**src/rtl/pipeline_control_unit.sv**
```systemverilog
// Pipeline sequencer: enables, bubble/flush and forwarding selects for the 4-stage pipe.
// Latency: Moore control one cycle after request, forwarding combinational; holds the pipe during mult/div and load stalls.
module pipeline_control_unit #(
    parameter int MD_CYCLES    = 4,
    parameter int FLUSH_CYCLES = 1
) (
    input  logic        clk,
    input  logic        rst,
    input  logic [10:0] haz,
    input  logic        stall,
    input  logic        branch_taken,
    input  logic        md_issue,
    output logic        pc_en,
    output logic        s1_en,
    output logic        s2_en,
    output logic        s2_bubble,
    output logic        s1_flush,
    output logic [1:0]  fwd_a_sel,
    output logic [1:0]  fwd_b_sel,
    output logic [1:0]  fwd_br_sel,
    output logic        md_busy,
    output logic        haz_err
);

    if (MD_CYCLES < 2 || MD_CYCLES > 15) begin : g_bad_md_cycles
        $error("MD_CYCLES must be in 2..15");
    end
    if (FLUSH_CYCLES < 1 || FLUSH_CYCLES > 3) begin : g_bad_flush_cycles
        $error("FLUSH_CYCLES must be in 1..3");
    end

    typedef enum logic [1:0] {RUN, LSTALL, MD_WAIT, FLUSH} state_t;

    localparam logic [3:0] MD_INIT = 4'(MD_CYCLES - 2);
    localparam logic [3:0] FL_INIT = 4'(FLUSH_CYCLES - 1);

    state_t     state_q, state_d;
    logic [3:0] cnt_q, cnt_d;
    logic       pend_q, pend_d;
    logic       haz_err_q, haz_err_d;

    always_ff @(posedge clk or posedge rst) begin
        if (rst) begin
            state_q   <= RUN;
            cnt_q     <= 4'd0;
            pend_q    <= 1'b0;
            haz_err_q <= 1'b0;
        end else begin
            state_q   <= state_d;
            cnt_q     <= cnt_d;
            pend_q    <= pend_d;
            haz_err_q <= haz_err_d;
        end
    end

    always_comb begin
        state_d   = state_q;
        cnt_d     = cnt_q;
        pend_d    = pend_q;
        haz_err_d = haz_err_q;
        case (state_q)
            RUN: begin
                if ((haz[1] && haz[0]) || (haz[6] && haz[4])) haz_err_d = 1'b1;
                if (branch_taken) begin
                    state_d = FLUSH;
                    cnt_d   = FL_INIT;
                end else if (md_issue) begin
                    state_d = MD_WAIT;
                    cnt_d   = MD_INIT;
                end else if (stall) begin
                    state_d = LSTALL;
                end
            end
            LSTALL: state_d = RUN;
            MD_WAIT: begin
                // A branch resolved under the freeze (even on its last cycle) becomes a flush on exit.
                if (cnt_q == 4'd0) begin
                    pend_d = 1'b0;
                    if (pend_q || branch_taken) begin
                        state_d = FLUSH;
                        cnt_d   = FL_INIT;
                    end else begin
                        state_d = RUN;
                    end
                end else begin
                    cnt_d  = cnt_q - 4'd1;
                    pend_d = pend_q || branch_taken;
                end
            end
            FLUSH: begin
                if (cnt_q == 4'd0) state_d = RUN;
                else               cnt_d   = cnt_q - 4'd1;
            end
            default: state_d = RUN;
        endcase
    end

    always_comb begin
        pc_en      = 1'b1;
        s1_en      = 1'b1;
        s2_en      = 1'b1;
        s2_bubble  = 1'b0;
        s1_flush   = 1'b0;
        md_busy    = 1'b0;
        haz_err    = haz_err_q;
        fwd_a_sel  = 2'b00;
        fwd_b_sel  = 2'b00;
        fwd_br_sel = 2'b00;
        case (state_q)
            LSTALL: begin
                pc_en     = 1'b0;
                s1_en     = 1'b0;
                s2_bubble = 1'b1;
            end
            MD_WAIT: begin
                pc_en   = 1'b0;
                s1_en   = 1'b0;
                s2_en   = 1'b0;
                md_busy = 1'b1;
            end
            FLUSH: begin
                s1_flush  = 1'b1;
                s2_bubble = 1'b1;
            end
            default: ;
        endcase

        // A bubbled ID/EX op has no operands, so never steer its muxes off the regfile.
        if (!s2_bubble) begin
            if (haz[1] || haz[10])               fwd_a_sel = 2'b01;
            else if (haz[0] || haz[8] || haz[9]) fwd_a_sel = 2'b10;

            if (haz[2])      fwd_b_sel = 2'b01;
            else if (haz[3]) fwd_b_sel = 2'b10;

            if (haz[6] || haz[7]) fwd_br_sel = 2'b11;
            else if (haz[4])      fwd_br_sel = 2'b01;
            else if (haz[5])      fwd_br_sel = 2'b10;
        end
    end

endmodule

```
**config.mk**
```make
export PLATFORM = sky130hd
export DESIGN_NAME = pipeline_control_unit
export DESIGN_NICKNAME = d
export VERILOG_FILES = /design/src/rtl/pipeline_control_unit.sv
export SDC_FILE = /design/constraint.sdc
export NUM_CORES = 1
export LEC_CHECK = 0
export CORE_AREA = 2 2 65 42
export CTS_BUF_LIST = sky130_fd_sc_hd__clkbuf_4 sky130_fd_sc_hd__clkbuf_8
export CTS_CLUSTER_DIAMETER = 120
export CTS_CLUSTER_SIZE = 14
export DETAILED_ROUTE_END_ITERATION = 10
export DIE_AREA = 0 0 67 44
export PLACE_DENSITY = 0.6
export REMOVE_ABC_BUFFERS = 1
export SLEW_MARGIN = 25
export SYNTH_ARGS = -nofsm -noshare
export SYNTH_HDL_FRONTEND = slang
export SYNTH_SLANG_ARGS = --single-unit
```
**constraint.sdc**
```tcl
create_clock -name clk -period 3.34 [get_ports clk]
set_input_delay 1.002 -clock clk [delete_from_list [all_inputs] [get_ports clk]]
set_output_delay 1.002 -clock clk [all_outputs]
set_load 0.005 [all_outputs]
```
==> results of run 1 <==
final cells by class:
| class | count | area share |
|---|---|---|
| multi-input combinational | 56 | 0.407 |
| tap | 32 | 0.0392 |
| timing repair buffer | 28 | 0.277 |
| clock buffer | 3 | 0.0404 |
| sequential | 8 | 0.196 |
| inverter | 11 | 0.0404 |
flip-flops by register name, indices dropped and copies added, names as in the netlist:
signal and flops:
cnt_q 4, pend_q 1, haz_err 1, state_q 2
synth_stat cells, drive strengths merged:
cell type,number
inv,11
nor2,10
a21oi,9
dfrtp,8
ha,8
nor3b,4
buf,3
nand2,3
nand2b,3
nor3,3
o21ai,3
mux2i,2
o22ai,2
o2bb2ai,2
a21o,1
a22o,1
a2bb2oi,1
and3,1
nor4,1
o311ai,1
or2,1
placed cells by master (no fill, tap or decap), types with 3 or more instances in the layout:
master	n
ha_1	8
nor2_1	9
clkdlybuf4s50_1	27
a21oi_1	7
nand2_1	3
dfrtp_1	8
inv_1	11
nor3_1	3
clkbuf_8	3
critical path: stages:
cell and delay (ps):
clkdlybuf4s50_1 450, nand2b_1 160, a21oi_1 150, clkdlybuf4s50_1 520
where the power goes:
group | internal, mW | switching, mW
registers | 0.140 | 0.0387
logic | 0.320 | 0.287
clock network | 0.0782 | 0.0392
total | 0.538 | 0.365
kinds of logic after synthesis:
family	count (synthesis)
buffers and inverters	14
multiplexers	2
adder cells (fa/ha/maj)	8
flip-flops	8
AND/OR/NAND/NOR	26
AO/OA/AOI/OAI	20
per-layer routing:
| layer | wire, um | part of all wire | vias to the layer above |
|---|---|---|---|
| li1 | - | - | 322 |
| met1 | 918 | 0.52 | 286 |
| met2 | 730 | 0.41 | 15 |
| met3 | 97 | 0.055 | 4 |
| met4 | 29 | 0.016 | 0 |
| met5 | 0 | 0 | - |
metrics by stage:
step | hold slack (ps) | utilization | instances | setup slack, ps
6_report | 455 | 0.429 | 138 | 56.5
3_3_place_gp | 440 | 0.410 | 135 | 99.1
5_1_grt | 478 | 0.429 | 138 | 17.0
2_1_floorplan | 451 | - | 75 | 1060
3_5_place_dp | 454 | 0.410 | 135 | 54.6
4_1_cts | 463 | 0.428 | 138 | 53.5
final timing paths:
check                      startpoint  cells after the start  slack (ps)            end
max                            haz[4]                      4          60  fwd_br_sel[1]
max in group asynchronous         rst                      2        2040         pend_q
max reg2reg                state_q[0]                      6        1670       cnt_q[0]
min                           haz_err                      1         460        haz_err
min in group asynchronous         rst                      2        1040       cnt_q[2]
min reg2reg                   haz_err                      1         460        haz_err
what timing repair did:
action,4_1_cts,5_1_grt
setup endpoints to repair,0,1
gates resized for setup,0,1
setup buffers,0,0
==> results by group, run 1 <==
Die
  • Core ar.: 2380 um2
  • Die outline width: ~67 um
  • Io pins: 29
  • Initial Util: 0.284
  • Die area: 2950 um2
  • Rows: 14
  • Die Y: 44 um

Critical path
  • Req. time, crit path: 2340 ps
  • Startpoint Class: input pin
  • WS Path Type: in -> out
  • Crit-path max FO: 3
  • CP Capture Type: output pin
  • Critical Path AT: 2280 ps

Timing
  • Unrepaired setup endpoints after global routing: false
  • Shortest period the worst path allows: roughly 3300 ps
  • Setup TNS: 0 ps
  • Relative slew slack: 0.769
  • Worst Skew: slightly below 6 ps
  • Fmax: slightly above 300 MHz
  • Final setup violation count: 0
  • Worst-Margin Slew: 346 ps
  • Final Max Tran Viols: 0
  • Crit share post-route: 0.983
  • Final hold violation count: 0

Clock tree
  • CTS tree: yes
  • CTS HTree Levels: 1
  • Post-CTS Hold Buffers: 0
  • Clock sinks: 8
  • CTS max path bufs: 2
  • Clock root cell: clkbuf_8
  • Clock Pin Slew Worst Setup and Hold Paths: 40 ps
  • Inserted Clock Buffers: 3
  • Skew-Pair Late Insertion Delay: 230 ps

Place
  • Placer Congestion: 0.774
  • Placed cell areas: 977 um2
  • Hpwl dp: ~1500 um
  • IO buf count: 28

Synthesis
  • Post-Synth Adder-Cell Area: 0.148
  • Syn. warnings: 0
  • Simple-Gate Fraction of Synth Area: 0.242
  • Largest family of logic cells by synthesized area: simple AND/OR/NAND/NOR gates
  • Synth Area in XOR/XNOR: 0
  • Synth Area in Compound Gates: 0.194
  • Synth Instances: 78
  • Synth Register Bits: 8
  • Post-synth top area cell: dfrtp_1
  • Ranking of synthesized cells by area: dfrtp_1 (30%), ha_1 (15%), inv_1 (6.1%)
  • Synth cell types: 28
  • Mean Syn Cell Area: 8.68 um2
  • Register area share after synthesis: 0.296
  • Multiplexer share of the synthesized area: 0.0296
  • Post-synth top area share: 0.296
  • Post-Synthesis Cell Area: 677 um2

Global routing
  • GR Util met3: 0.0571
  • Largest net degree at the start of global routing: 11
  • Number of global-route vias before repair: 581
  • Initial antenna violation count: 0
  • Busiest grt layer: met1
  • GRT Util Overall: 0.135
  • Met2 Usage GRT: 0.182
  • Met1 Usage GRT: 0.191
  • GRT overflow: 0
  • First-pass GRT wire length: about 2800 um

Route
  • Vias: around 630
  • Drt pass-1 iters: 4
  • # DRC: 0
  • Routed Antenna Nets: 0
  • Routed wire length per instance: roughly 13 um
  • Via density: 4.54
  • DR iter-0 viols: 35
  • Total wire length: 1780 um

Power
  • Maximum vdd drop: 327 uV
  • Power density cells: a little under 900 nW/um2
  • Total power draw: 903 uW
  • Leak Pwr: 0.461 nW

Cells and area
  • Fill cells: 242
  • Multi-input logic area: 415 um2
  • N_diodes: 0
  • Layout Nets: 132
  • Layout cells sized above 1: 0.104
  • Area delta synth->final: 50.8%
  • Sequential cell area: 200 um2
  • Design Area, Final: 1020 um2

Status
  • Status: finished, final reports clean

Flow run
  • Max Cap Viol: 0

Worst hold path
  • Worst hold path type: reg -> reg
Power figures use the tool's default switching activity.
==> run 2: changes to the inputs <==
- GPL_TIMING_DRIVEN: not set -> 0
==> run 2 against run 1 <==
Die area unchanged. Non-clock buffer count stayed put. Cell count stayed put. Fmax up 0.98%. Sequential share of layout area barely moved. Clock power about the same. Design area is 0.24% lower. Highest routed layer unchanged. Core utilization down 0.10 points. Sequential power about the same. Power barely moved. First-iteration DRC count shrank 8.6%. Routed wire length up 1.4%.
==> results by group, run 2 (same netlist as run 1, synthesis figures left out) <==
Status
  • Status: finished, final reports clean

Critical path
  • Worst-path cell chain: clkdlybuf4s50_1 -> nor4_2 -> clkdlybuf4s50_1
  • Critical Path AT: 2250 ps (-30 ps)
  • Req. time, crit path: 2340 ps (about the same)
  • Crit-path max FO: 3 (unchanged)
  • Worst Path Buf+Inv: 2 (unchanged)
  • Startpoint Class: input pin
  • Delay of the slowest critical-path stage: 530 ps (about the same)
  • CP Capture Type: output pin
  • Crit-path leading delay family: buffers and inverters
  • CP most frequent cell: clkdlybuf4s50_1
  • WS Path Type: in -> out
  • CP max-delay cell: clkdlybuf4s50_1

Cells and area
  • Area delta synth->final: 50.5%
  • Sequential cell area: 200 um2 (unchanged)
  • Layout cells sized above 1: 0.104 (unchanged)
  • Layout Nets: 132 (unchanged)
  • Layout Cells excl Fill: 138 (unchanged)
  • Largest Register: cnt_q
  • Fill cells: 248 (+2.5%)
  • N_diodes: 0 (unchanged)
  • Most common cell after layout, fill and taps aside: clkdlybuf4s50_1
  • Multi-input logic area: 415 um2 (unchanged)
  • Most frequent cells in the layout: clkdlybuf4s50_1 (28), inv_1 (11), nor2_1 (9)
  • Largest register FFs: 4 (unchanged)
  • Regs by FF count: cnt_q: 4 flops, state_q: 2 flops
  • Design Area, Final: 1020 um2 (-0.24%)

Clock tree
  • CTS resizes: 0 (unchanged)
  • Inserted Clock Buffers: 3 (unchanged)
  • Clock root cell: clkbuf_8
  • Skew-Pair Late Insertion Delay: 230 ps (about the same)
  • Clock sinks: 8 (unchanged)
  • CTS tree: yes
  • CTS HTree Levels: 1 (unchanged)
  • CTS max path bufs: 2 (unchanged)
  • # Post-CTS Setup Buffers: 0 (unchanged)
  • Clock Pin Slew Worst Setup and Hold Paths: 40 ps (about the same)
  • Post-CTS Hold Buffers: 0 (unchanged)

Timing
  • Relative slew slack: 0.779 (+0.00990)
  • Final Max Tran Viols: 0 (unchanged)
  • Final hold violation count: 0 (unchanged)
  • Final setup violation count: 0 (unchanged)
  • Shortest period the worst path allows: 3250 ps (-31.9 ps)
  • Worst-Margin Slew: 332 ps (-14.5 ps)
  • Unrepaired setup endpoints after global routing: false
  • Worst Skew: 3.21 ps (-2.70 ps)
  • Setup TNS: 0 ps (unchanged)
  • Hold WS: 456 ps (+0.172 ps)
  • Fmax: 308 MHz (+0.98%)
  • Crit share post-route: 0.974 (-0.00955)

Route
  • Vias: 635 (+1.3%)
  • # DRC: 0 (unchanged)
  • Drt pass-1 iters: 4 (unchanged)
  • Routed wire length per instance: 13.0 um (+1.4%)
  • Via density: 4.60 (+1.3%)
  • Total wire length: 1800 um (+1.4%)
  • Routed Antenna Nets: 0 (unchanged)
  • DR iter-0 viols: 32 (-8.6%)

Power
  • Power density cells: 887 nW/um2 (+0.34%)
  • Maximum vdd drop: 391 uV (+20%)
  • Leak Pwr: 0.445 nW (-3.5%)

Global routing
  • Largest net degree at the start of global routing: 11 (unchanged)
  • Number of global-route vias before repair: 576 (-0.86%)
  • GRT overflow: 0 (unchanged)
  • Initial antenna violation count: 0 (unchanged)
  • First-pass GRT wire length: 2820 um (unchanged)
  • GRT Util Overall: 0.138 (+0.00274)

Die
  • Die Y: 44 um (unchanged)
  • Die area: 2950 um2 (unchanged)
  • Initial Util: 0.284 (unchanged)
  • Io pins: 29 (unchanged)
  • Core ar.: 2380 um2 (unchanged)
  • Rows: 14 (unchanged)
  • Die outline width: 67 um (unchanged)

Place
  • IO buf count: 28 (unchanged)
  • Placer Congestion: 0.773 (-0.10%)
  • Placed cell count: 135 (unchanged)
  • Placed cell areas: 977 um2 (unchanged)
  • Hpwl dp: 1470 um (+1.3%)

Worst hold path
  • Worst hold path type: reg -> reg

Flow run
  • Max Cap Viol: 0 (unchanged)
run 2: metrics by stage:
stage / total power, mW / setup slack, ps / util
after floorplan: 0.531 / 1060 / -
after global placement: 0.773 / 85.5 / 0.410
after detailed placement: 0.795 / 81.3 / 0.410
after CTS: 0.918 / 78.2 / 0.428
after global routing: 0.991 / 13.3 / 0.428
final: 0.904 / 88.4 / 0.428
run 2: worst paths after layout:
check / start / end / slack (ps) / depth (start not counted)
min in group asynchronous: rst / haz_err / 1020 / 2
hold reg to reg: haz_err / haz_err / 460 / 1
hold / removal: haz_err / haz_err / 460 / 1
setup / recovery: haz[1] / fwd_a_sel[1] / 90 / 3
setup reg to reg: state_q[0] / cnt_q[0] / 1650 / 6
max in group asynchronous: rst / state_q[0] / 2080 / 2
run 2: final cells by class:
| class | count | share of cell area |
|---|---|---|
| clock buffers | 3 | 0.0405 |
| inverters | 11 | 0.0405 |
| multi-input cells | 56 | 0.408 |
| flip-flops and latches | 8 | 0.197 |
| well taps | 32 | 0.0393 |
| repair buffers | 28 | 0.275 |
run 2: routing by layer:
layer / global-route usage / vias to the layer above / wire length [um]
li1: - / 322 / -
met1: 0.177 / 289 / 835
met2: 0.194 / 20 / 776
met3: 0.0545 / 4 / 137
met4: 0.0857 / 0 / 51
met5: 0 / - / 0
run 2: where the power goes:
group | leakage (nW) | internal (mW) | total (mW) | switching [mW]
Sequential | 0.0948 | 0.140 | 0.178 | 0.0385
Combinational | 0.329 | 0.321 | 0.610 | 0.289
Clock | 0.0216 | 0.0780 | 0.116 | 0.0377
